`src/rtl/robertson_pkg.sv`:
```
// Shared types and constants for the Robertson multiplier scheduler.
package robertson_pkg;

  localparam int ROB_WIDTH = 8;

  typedef enum logic [2:0] {
    IDLE,
    LOAD_M,
    LOAD_Q,
    WAIT,
    READ_LO,
    ABORT,
    RESP
  } sched_state_t;

endpackage

```
`src/rtl/rr_arbiter.sv`:
```
// Combinational round-robin arbiter: search begins one past ptr and wraps,
// so the last granted requester ends up with the lowest priority.
module rr_arbiter #(
  parameter int N_REQ = 4
) (
  input  logic [N_REQ-1:0]         req,
  input  logic [$clog2(N_REQ)-1:0] ptr,
  output logic [N_REQ-1:0]         gnt,
  output logic [$clog2(N_REQ)-1:0] idx,
  output logic                     any
);

  localparam int IW = $clog2(N_REQ);

  always_comb begin
    int c;
    logic [IW-1:0] ci;
    gnt = '0;
    idx = '0;
    any = 1'b0;
    c   = 0;
    ci  = '0;
    for (int i = 1; i <= N_REQ; i++) begin
      c  = (int'(ptr) + i) % N_REQ;
      ci = IW'(c);
      if (!any && req[ci]) begin
        any     = 1'b1;
        gnt[ci] = 1'b1;
        idx     = ci;
      end
    end
  end

endmodule

```
`src/rtl/robertson_sched.sv`:
```
// Round-robin scheduler sharing one Robertson 8x8 multiplier core between
// N_REQ requesters; loads M/Q, collects {A,Q} and guards with a watchdog.
module robertson_sched
  import robertson_pkg::*;
#(
  parameter int N_REQ   = 4,
  parameter int WIDTH   = ROB_WIDTH,
  parameter int TIMEOUT = 64
) (
  input  logic                       clk,
  input  logic                       rst,
  input  logic [N_REQ-1:0]           req_valid,
  input  logic [N_REQ*WIDTH-1:0]     req_m,
  input  logic [N_REQ*WIDTH-1:0]     req_q,
  output logic [N_REQ-1:0]           req_ready,
  output logic                       rsp_valid,
  output logic [$clog2(N_REQ)-1:0]   rsp_id,
  output logic [2*WIDTH-1:0]         rsp_prod,
  output logic                       rsp_err,
  input  logic                       rsp_ready,
  output logic                       mul_rst_n,
  output logic                       mul_enable,
  output logic [WIDTH-1:0]           mul_inbus,
  input  logic                       mul_done,
  input  logic [WIDTH-1:0]           mul_outbus,
  output logic                       busy
);

  localparam int IW = $clog2(N_REQ);
  localparam int WW = $clog2(TIMEOUT) + 1;

  sched_state_t       state_q, state_d;
  logic [IW-1:0]      ptr_q, ptr_d;
  logic [IW-1:0]      id_q, id_d;
  logic [WIDTH-1:0]   m_q, m_d, q_q, q_d;
  logic [2*WIDTH-1:0] prod_q, prod_d;
  logic               err_q, err_d;
  logic [WW-1:0]      wdog_q, wdog_d;
  logic               rst_hold_q, rst_hold_d;

  logic [N_REQ-1:0]   gnt;
  logic [IW-1:0]      gnt_idx;
  logic               gnt_any;
  logic [WIDTH-1:0]   sel_m, sel_q;

  rr_arbiter #(.N_REQ(N_REQ)) u_arb (
    .req (req_valid),
    .ptr (ptr_q),
    .gnt (gnt),
    .idx (gnt_idx),
    .any (gnt_any)
  );

  always_comb begin
    sel_m = '0;
    sel_q = '0;
    for (int i = 0; i < N_REQ; i++) begin
      if (gnt_idx == IW'(i)) begin
        sel_m = req_m[i*WIDTH +: WIDTH];
        sel_q = req_q[i*WIDTH +: WIDTH];
      end
    end
  end

  always_comb begin
    state_d    = state_q;
    ptr_d      = ptr_q;
    id_d       = id_q;
    m_d        = m_q;
    q_d        = q_q;
    prod_d     = prod_q;
    err_d      = err_q;
    wdog_d     = wdog_q;
    rst_hold_d = 1'b0;
    req_ready  = '0;
    mul_enable = 1'b0;
    mul_inbus  = '0;
    case (state_q)
      IDLE: begin
        if (gnt_any && !rst) begin
          req_ready = gnt;
          m_d       = sel_m;
          q_d       = sel_q;
          id_d      = gnt_idx;
          ptr_d     = gnt_idx;
          err_d     = 1'b0;
          state_d   = LOAD_M;
        end
      end
      LOAD_M: begin
        mul_enable = 1'b1;
        mul_inbus  = m_q;
        state_d    = LOAD_Q;
      end
      LOAD_Q: begin
        mul_inbus = q_q;
        wdog_d    = '0;
        state_d   = WAIT;
      end
      WAIT: begin
        // done takes precedence over an expiring watchdog
        if (mul_done) begin
          prod_d[2*WIDTH-1:WIDTH] = mul_outbus;
          state_d = READ_LO;
        end else if (wdog_q == WW'(TIMEOUT - 1)) begin
          state_d = ABORT;
        end else begin
          wdog_d = wdog_q + WW'(1);
        end
      end
      READ_LO: begin
        prod_d[WIDTH-1:0] = mul_outbus;
        state_d = RESP;
      end
      ABORT: begin
        prod_d  = '0;
        err_d   = 1'b1;
        state_d = RESP;
      end
      RESP: begin
        if (rsp_ready) state_d = IDLE;
      end
      default: state_d = IDLE;
    endcase
  end

  always_ff @(posedge clk) begin
    if (rst) begin
      state_q    <= IDLE;
      ptr_q      <= IW'(N_REQ - 1);
      id_q       <= '0;
      m_q        <= '0;
      q_q        <= '0;
      prod_q     <= '0;
      err_q      <= 1'b0;
      wdog_q     <= '0;
      rst_hold_q <= 1'b1;
    end else begin
      state_q    <= state_d;
      ptr_q      <= ptr_d;
      id_q       <= id_d;
      m_q        <= m_d;
      q_q        <= q_d;
      prod_q     <= prod_d;
      err_q      <= err_d;
      wdog_q     <= wdog_d;
      rst_hold_q <= rst_hold_d;
    end
  end

  // core stays in reset one extra cycle after rst, and for the abort cycle
  assign mul_rst_n = !(rst || rst_hold_q || (state_q == ABORT));
  assign busy      = (state_q != IDLE);
  assign rsp_valid = (state_q == RESP);
  assign rsp_id    = id_q;
  assign rsp_prod  = prod_q;
  assign rsp_err   = err_q;

endmodule

```
`config.mk`:
```
export PLATFORM = sky130hd
export DESIGN_NAME = robertson_sched
export DESIGN_NICKNAME = d
export VERILOG_FILES = /design/src/rtl/robertson_pkg.sv /design/src/rtl/rr_arbiter.sv /design/src/rtl/robertson_sched.sv
export SDC_FILE = /design/constraint.sdc
export NUM_CORES = 1
export LEC_CHECK = 0
export CAP_MARGIN = 20
export CORE_MARGIN = 2
export CORE_UTILIZATION = 42
export DETAILED_ROUTE_END_ITERATION = 7
export GPL_TIMING_DRIVEN = 1
export HOLD_SLACK_MARGIN = 0.05
export MAX_ROUTING_LAYER = met4
export PLACE_DENSITY = 0.76
export SLEW_MARGIN = 20
export SYNTH_ARGS = -nofsm -noshare
export SYNTH_HDL_FRONTEND = slang
export SYNTH_HIERARCHICAL = 1
export SYNTH_SLANG_ARGS = --single-unit
```
`constraint.sdc`:
```
create_clock -name clk -period 7.2 [get_ports clk]
set_clock_uncertainty 0.2 [all_clocks]
set_input_delay 1.44 -clock clk [delete_from_list [all_inputs] [get_ports clk]]
set_output_delay 1.44 -clock clk [all_outputs]
set_load 0.1 [all_outputs]
```
### After elaboration in Yosys (flattened, before gate mapping)

Index checks and enable logic that the tools add are counted.

* input port bits: 80
* flip-flop bits (word level): 48
* output and inout port bits: 35
* logic and storage cells: 124

* magnitude comparators: 8
* bitwise gates (word level): 3
* muxes and demuxes: 54
* reductions and logical operators: 28
* add/subtract/negate cells: 5
* equality and inequality tests: 16

Operators with widths (count)
* two-way mux 8 bit: 9
* case mux 8 bit (2 select lines): 3
* two-way mux 4 bit: 6
* case mux 3 bit (6 select lines): 1
* two-way mux 1 bit: 15
* two-way mux 7 bit: 2
* case mux 7 bit (2 select lines): 1
* < comparator 2 x 3 -> 1 bit (second input constant): 4
* two-way mux 3 bit: 4
* bitwise OR 4 bit: 3
* == test 3 bit (second input constant): 3
* binary-select mux 1 bit (select 2 bit): 4
* demux 1 bit (select 2 bit): 4
* greater-or-equal comparator 2 x 1 -> 1 bit (second input constant): 4
* logical AND 1 bit: 8
* two-way mux 2 bit: 4
* != test 2 bit (second input constant): 4
* nonzero test 2 bit: 4
* adder 7 x 1 -> 7 bit (second input constant): 1
* == test 7 x 6 -> 1 bit (second input constant): 1
* == test 3 x 2 -> 1 bit (second input constant): 2
* AND reduction 2 bit: 3
* AND reduction 3 bit: 2
* zero test 1 bit: 5
* other kinds (13): 17

### Longest topological paths before layout

* word-level depth: 18
* mapped depth: 14
* mapped depth without buffers: 9

### Modules after synthesis

The synthesis kept the hierarchy.

By module, submodules not included
* robertson_sched: cells an instance 281, times used 1, area each 2471.1 µm², sequential area each 960.9 µm²
* rr_arbiter: cells an instance 86, times used 1, area each 629.4 µm², sequential area each 0.0 µm²

### Worst setup path after synthesis

OpenSTA, ideal clock, no wires.

* path kind: input port to output port
* start point: input port rst
* end point: output port mul_rst_n
* arrival: 3856 ps
* path slack: 1704 ps
* buffers on the path: 1
* stages on the path: 2
* data required time: 5560 ps
* cell sequence: clkbuf_1 > a211oi_1

* word-level cells in the longest chain between the ends: 3

Ends and longest elaborated chain
* from (decl): RTL line robertson_sched.sv:11 `input logic rst,`
* logical OR 1 bit (2 in series): RTL line robertson_sched.sv:152 `assign mul_rst_n = !(rst || rst_hold_q || (state_q == ABORT));`
* zero test 1 bit: RTL line robertson_sched.sv:152
* to (decl): RTL line robertson_sched.sv:21 `output logic mul_rst_n,`

No other way between the ends.

### Worst setup path in the final report

* start point: input port req_valid[0]
* end point: output port req_ready[1]

* elaborated cells on any way between the ends: 28
* classes of those cells: mux (18); bitwise (3); reduce/logical (7)

RTL lines
* from (decl): RTL line robertson_sched.sv:12 `input logic [N_REQ-1:0] req_valid,`
* binary-select mux 1 bit (select 2 bit): RTL line rr_arbiter.sv:26 `if (!any && req[ci]) begin`
* two-way mux 1 bit (implied by the code): RTL line rr_arbiter.sv:26
* two-way mux 1 bit: RTL line rr_arbiter.sv:26
* zero test 1 bit: RTL line rr_arbiter.sv:26
* logical AND 1 bit: RTL line rr_arbiter.sv:26
* two-way mux 1 bit: RTL line rr_arbiter.sv:26
* zero test 1 bit: RTL line rr_arbiter.sv:26
* logical AND 1 bit: RTL line rr_arbiter.sv:26
* two-way mux 1 bit: RTL line rr_arbiter.sv:26
* zero test 1 bit: RTL line rr_arbiter.sv:26
* logical AND 1 bit: RTL line rr_arbiter.sv:26
* two-way mux 4 bit (*): RTL line rr_arbiter.sv:26
* named net gnt[1]: RTL line robertson_sched.sv:41 `logic [N_REQ-1:0] gnt;`
* two-way mux 4 bit (*): RTL line robertson_sched.sv:80 `if (gnt_any && !rst) begin`
* two-way mux 4 bit (*): RTL line robertson_sched.sv:78 `case (state_q)`
* to (decl): RTL line robertson_sched.sv:15 `output logic [N_REQ-1:0] req_ready,`

Mark *: on every way through the listed nets, which the timed path passes. The rest lies on a longest branch. The select of a mux whose other input is x is not followed.

==> flow_summary.json <==
{
  "insertedDiodeCount": 0,
  "finalWirelength_microns": 8030,
  "wire_per_inst_microns": 14.4,
  "startpoint_type": "input pin",
  "crit_required_ps": 5560,
  "via_count": 3070,
  "hold_buffers": 0,
  "postSynthCellCount": 367,
  "hpwlAfterDp_microns": 5950,
  "tritoncts_num_sinks": 48,
  "postCtsResizedCells": 0,
  "worst_setup_ep_type": "output port",
  "path_class": "in -> out",
  "synth_sequential_area_ratio": 0.310,
  "count_of_port_buffers_added_during_placement": 114,
  "chipWidth_microns": 89.9,
  "result_of_the_run": "finished, final reports clean",
  "worst-path-max-fanout": 16,
  "timing.final.crit_share": 0.759,
  "drt_first_iter_violations": 149,
  "commonest_non_fill_non_tap_cells_in_the_layout": "110 x sky130_fd_sc_hd__clkdlybuf4s50_1, 75 x sky130_fd_sc_hd__nand2_1, 48 x sky130_fd_sc_hd__dfxtp_1, 28 x sky130_fd_sc_hd__a21oi_1, 25 x sky130_fd_sc_hd__nand3b_1",
  "yosys_most_used_dff": "sky130_fd_sc_hd__dfxtp_1",
  "buffer_cell_driving_the_clock_tree_root": "sky130_fd_sc_hd__clkbuf_8",
  "placement.setup.worst_slack_ps": 1760,
  "timing.setup.tns_ps": 0,
  "slew_at_the_pin_closest_to_its_max_slew_limit_ps": 1010,
  "design.portCount": 115,
  "post_synth_instance_area_sq_um": 3100,
  "globalRoute.busiestLayer": "met2",
  "placeable_core_area_sq_um": 7210,
  "slew_headroom": 0.325,
  "1st_pass_router_iterations": 4,
  "synth_async_sr_flop_share": 0,
  "dieHeight_microns": 89.9,
  "cts.htree.levels": 2,
  "vias_per_cell": 5.49,
  "cts_setup_buffers": 0,
  "maxCapViolCount": 0,
  "die-area_sq_um": 8090,
  "setup-violations-final": 0,
  "area_delta_synth_final_pct": 40.3,
  "place_congestion": 0.866,
  "gr-total-overflow": 0,
  "grt_max_degree": 51,
  "hold_path_depth": 2,
  "power.leakage_nw": 1.61,
  "worstHoldPathType": "reg -> reg",
  "postSynthNetCount": 456,
  "number_of_enable_flip_flop_cells_after_synthesis": 0,
  "clk_latency_ps": 300,
  "powerDensity_nw_per_um2": 262,
  "initial_antenna_violation_count": 0,
  "grt_usage": 0.198,
  "syn-mean-instance-area_sq_um": 8.45,
  "finalWorstSetupSlack_ps": 1730,
  "layout_commonest_cell": "sky130_fd_sc_hd__clkdlybuf4s50_1",
  "finalNetCount": 548,
  "final-max-slew-violation-count": 0,
  "path_clk_slew_ps": 80,
  "clockBufferDepth": 2,
  "post_synth_num_cell_types": 48,
  "fin_cells": 559,
  "grt_first_pass_wirelength_microns": 13300,
  "worst-endpoint-arrival_ps": 3830,
  "final_hold_viol_count": 0,
  "dp.cells": 551,
  "detail-route-antenna-nets": 0,
  "detail_route.drc_violations": 0,
  "final_critical_period_ps": 5470,
  "tritoncts": "built",
  "fp-row-count": 31,
  "gr_met3_demand_resource": 0.0377,
  "rsz0062_at_grt": "false",
  "initial_core_util": 0.430,
  "use_met1": 0.236,
  "cts_made_buffers": 5,
  "grt_pass1_vias": 2949,
  "ys_ff_latch": 48,
  "worst_r2r_path_depth": 9,
  "ir_worst_vdd_v": 0.000118,
  "yosysWarnings": 6,
  "achievable-frequency_mhz": 183,
  "groute.layer.met2.usage": 0.350,
  "drive_above_1_share": 0.0870,
  "hold_slack_ps": 257
}
worst paths after layout:
| path | from | endpoint | slack [ps] |
|---|---|---|---|
| worst max-delay path | req_valid[0] | req_ready[1] | 1730 |
| worst min-delay path | rsp_prod[5] | rsp_prod[5] | 260 |
| worst max register to register | ptr_q[0] | m_q[1] | 3300 |
| worst min register to register | rsp_prod[5] | rsp_prod[5] | 260 |
worst max-delay path, stage by stage:
cell and delay, ps:
sky130_fd_sc_hd__clkdlybuf4s50_1 580, sky130_fd_sc_hd__mux4_2 690, sky130_fd_sc_hd__or3_1 390, sky130_fd_sc_hd__a21oi_1 150, sky130_fd_sc_hd__a2111o_1 130, sky130_fd_sc_hd__and3_1 160, sky130_fd_sc_hd__buf_4 290
registers in the layout, indices dropped and copies added (netlist names):
signal,count
rsp_id,2
rst_hold_q,1
rsp_prod,16
state_q,3
q_q,8
wdog_q,7
ptr_q,2
rsp_err,1
m_q,8
per-stage QoR:
step                      instance area (sq um)   util  total power, mW
after floorplan                            3100      -            0.806
after global placement                     4240  0.588            0.952
after detailed placement                   4240  0.588            0.954
after CTS                                  4350  0.603             1.15
after global routing                       4350  0.603             1.20
final                                      4350  0.603             1.14
power breakdown:
part / switching [mW] / internal, mW
clock: 0.0890 / 0.103
combinational: 0.351 / 0.243
sequential: 0.0456 / 0.307
total: 0.486 / 0.653
per-layer routing:
layer | routed length, microns | share of wire
met1 | 3440 | 0.43
met2 | 4080 | 0.51
met3 | 463 | 0.058
met4 | 46 | 0.0057
met5 | 0 | 0
Yosys cell counts, types with 2 or more instances:
| cell type | n | area, sq um |
|---|---|---|
| sky130_fd_sc_hd__clkbuf_1 | 18 | 67.6 |
| sky130_fd_sc_hd__buf_6 | 3 | 33.8 |
| sky130_fd_sc_hd__nand2_1 | 75 | 282 |
| sky130_fd_sc_hd__o31ai_1 | 4 | 30.0 |
| sky130_fd_sc_hd__nand3b_1 | 25 | 188 |
| sky130_fd_sc_hd__a211oi_1 | 4 | 30.0 |
| sky130_fd_sc_hd__buf_2 | 9 | 45.0 |
| sky130_fd_sc_hd__a21oi_1 | 28 | 140 |
| sky130_fd_sc_hd__inv_1 | 10 | 37.5 |
| sky130_fd_sc_hd__o21ai_0 | 5 | 25.0 |
| sky130_fd_sc_hd__nand4_1 | 6 | 37.5 |
| sky130_fd_sc_hd__a31oi_1 | 10 | 62.6 |
| sky130_fd_sc_hd__and3_1 | 4 | 25.0 |
| sky130_fd_sc_hd__a22oi_1 | 8 | 60.1 |
| sky130_fd_sc_hd__buf_4 | 2 | 15.0 |
| sky130_fd_sc_hd__nand2b_1 | 4 | 25.0 |
| sky130_fd_sc_hd__nor3_1 | 7 | 35.0 |
| sky130_fd_sc_hd__or3_1 | 4 | 25.0 |
| sky130_fd_sc_hd__nand3_1 | 11 | 55.1 |
| sky130_fd_sc_hd__mux4_2 | 18 | 405 |
| sky130_fd_sc_hd__and2_1 | 3 | 18.8 |
| sky130_fd_sc_hd__a2111o_1 | 4 | 45.0 |
| sky130_fd_sc_hd__mux2i_1 | 4 | 40.0 |
| sky130_fd_sc_hd__nor2_1 | 15 | 56.3 |
| sky130_fd_sc_hd__nor2b_1 | 6 | 37.5 |
| sky130_fd_sc_hd__nor3b_1 | 3 | 22.5 |
| sky130_fd_sc_hd__dfxtp_1 | 48 | 961 |
| sky130_fd_sc_hd__ha_1 | 9 | 113 |
logic make-up after synthesis:
| kind of cell | after synthesis | share of synthesized area |
|---|---|---|
| AND/OR/NAND/NOR | 172 | 0.287 |
| adder cells (fa/ha/maj) | 9 | 0.0363 |
| buffers and inverters | 42 | 0.0642 |
| flip-flops | 48 | 0.310 |
| AO/OA/AOI/OAI | 73 | 0.155 |
| multiplexers | 23 | 0.147 |
cell type report:
cell class	count	area [sq um]
tap	99	124
inverter	10	37.5
fill	648	2860
clock buffer	5	68.8
clock inverter	3	42.5
sequential	48	961
multi-input combinational	277	1960
timing repair buffer	117	1150
(Power assumes the default switching activity.)
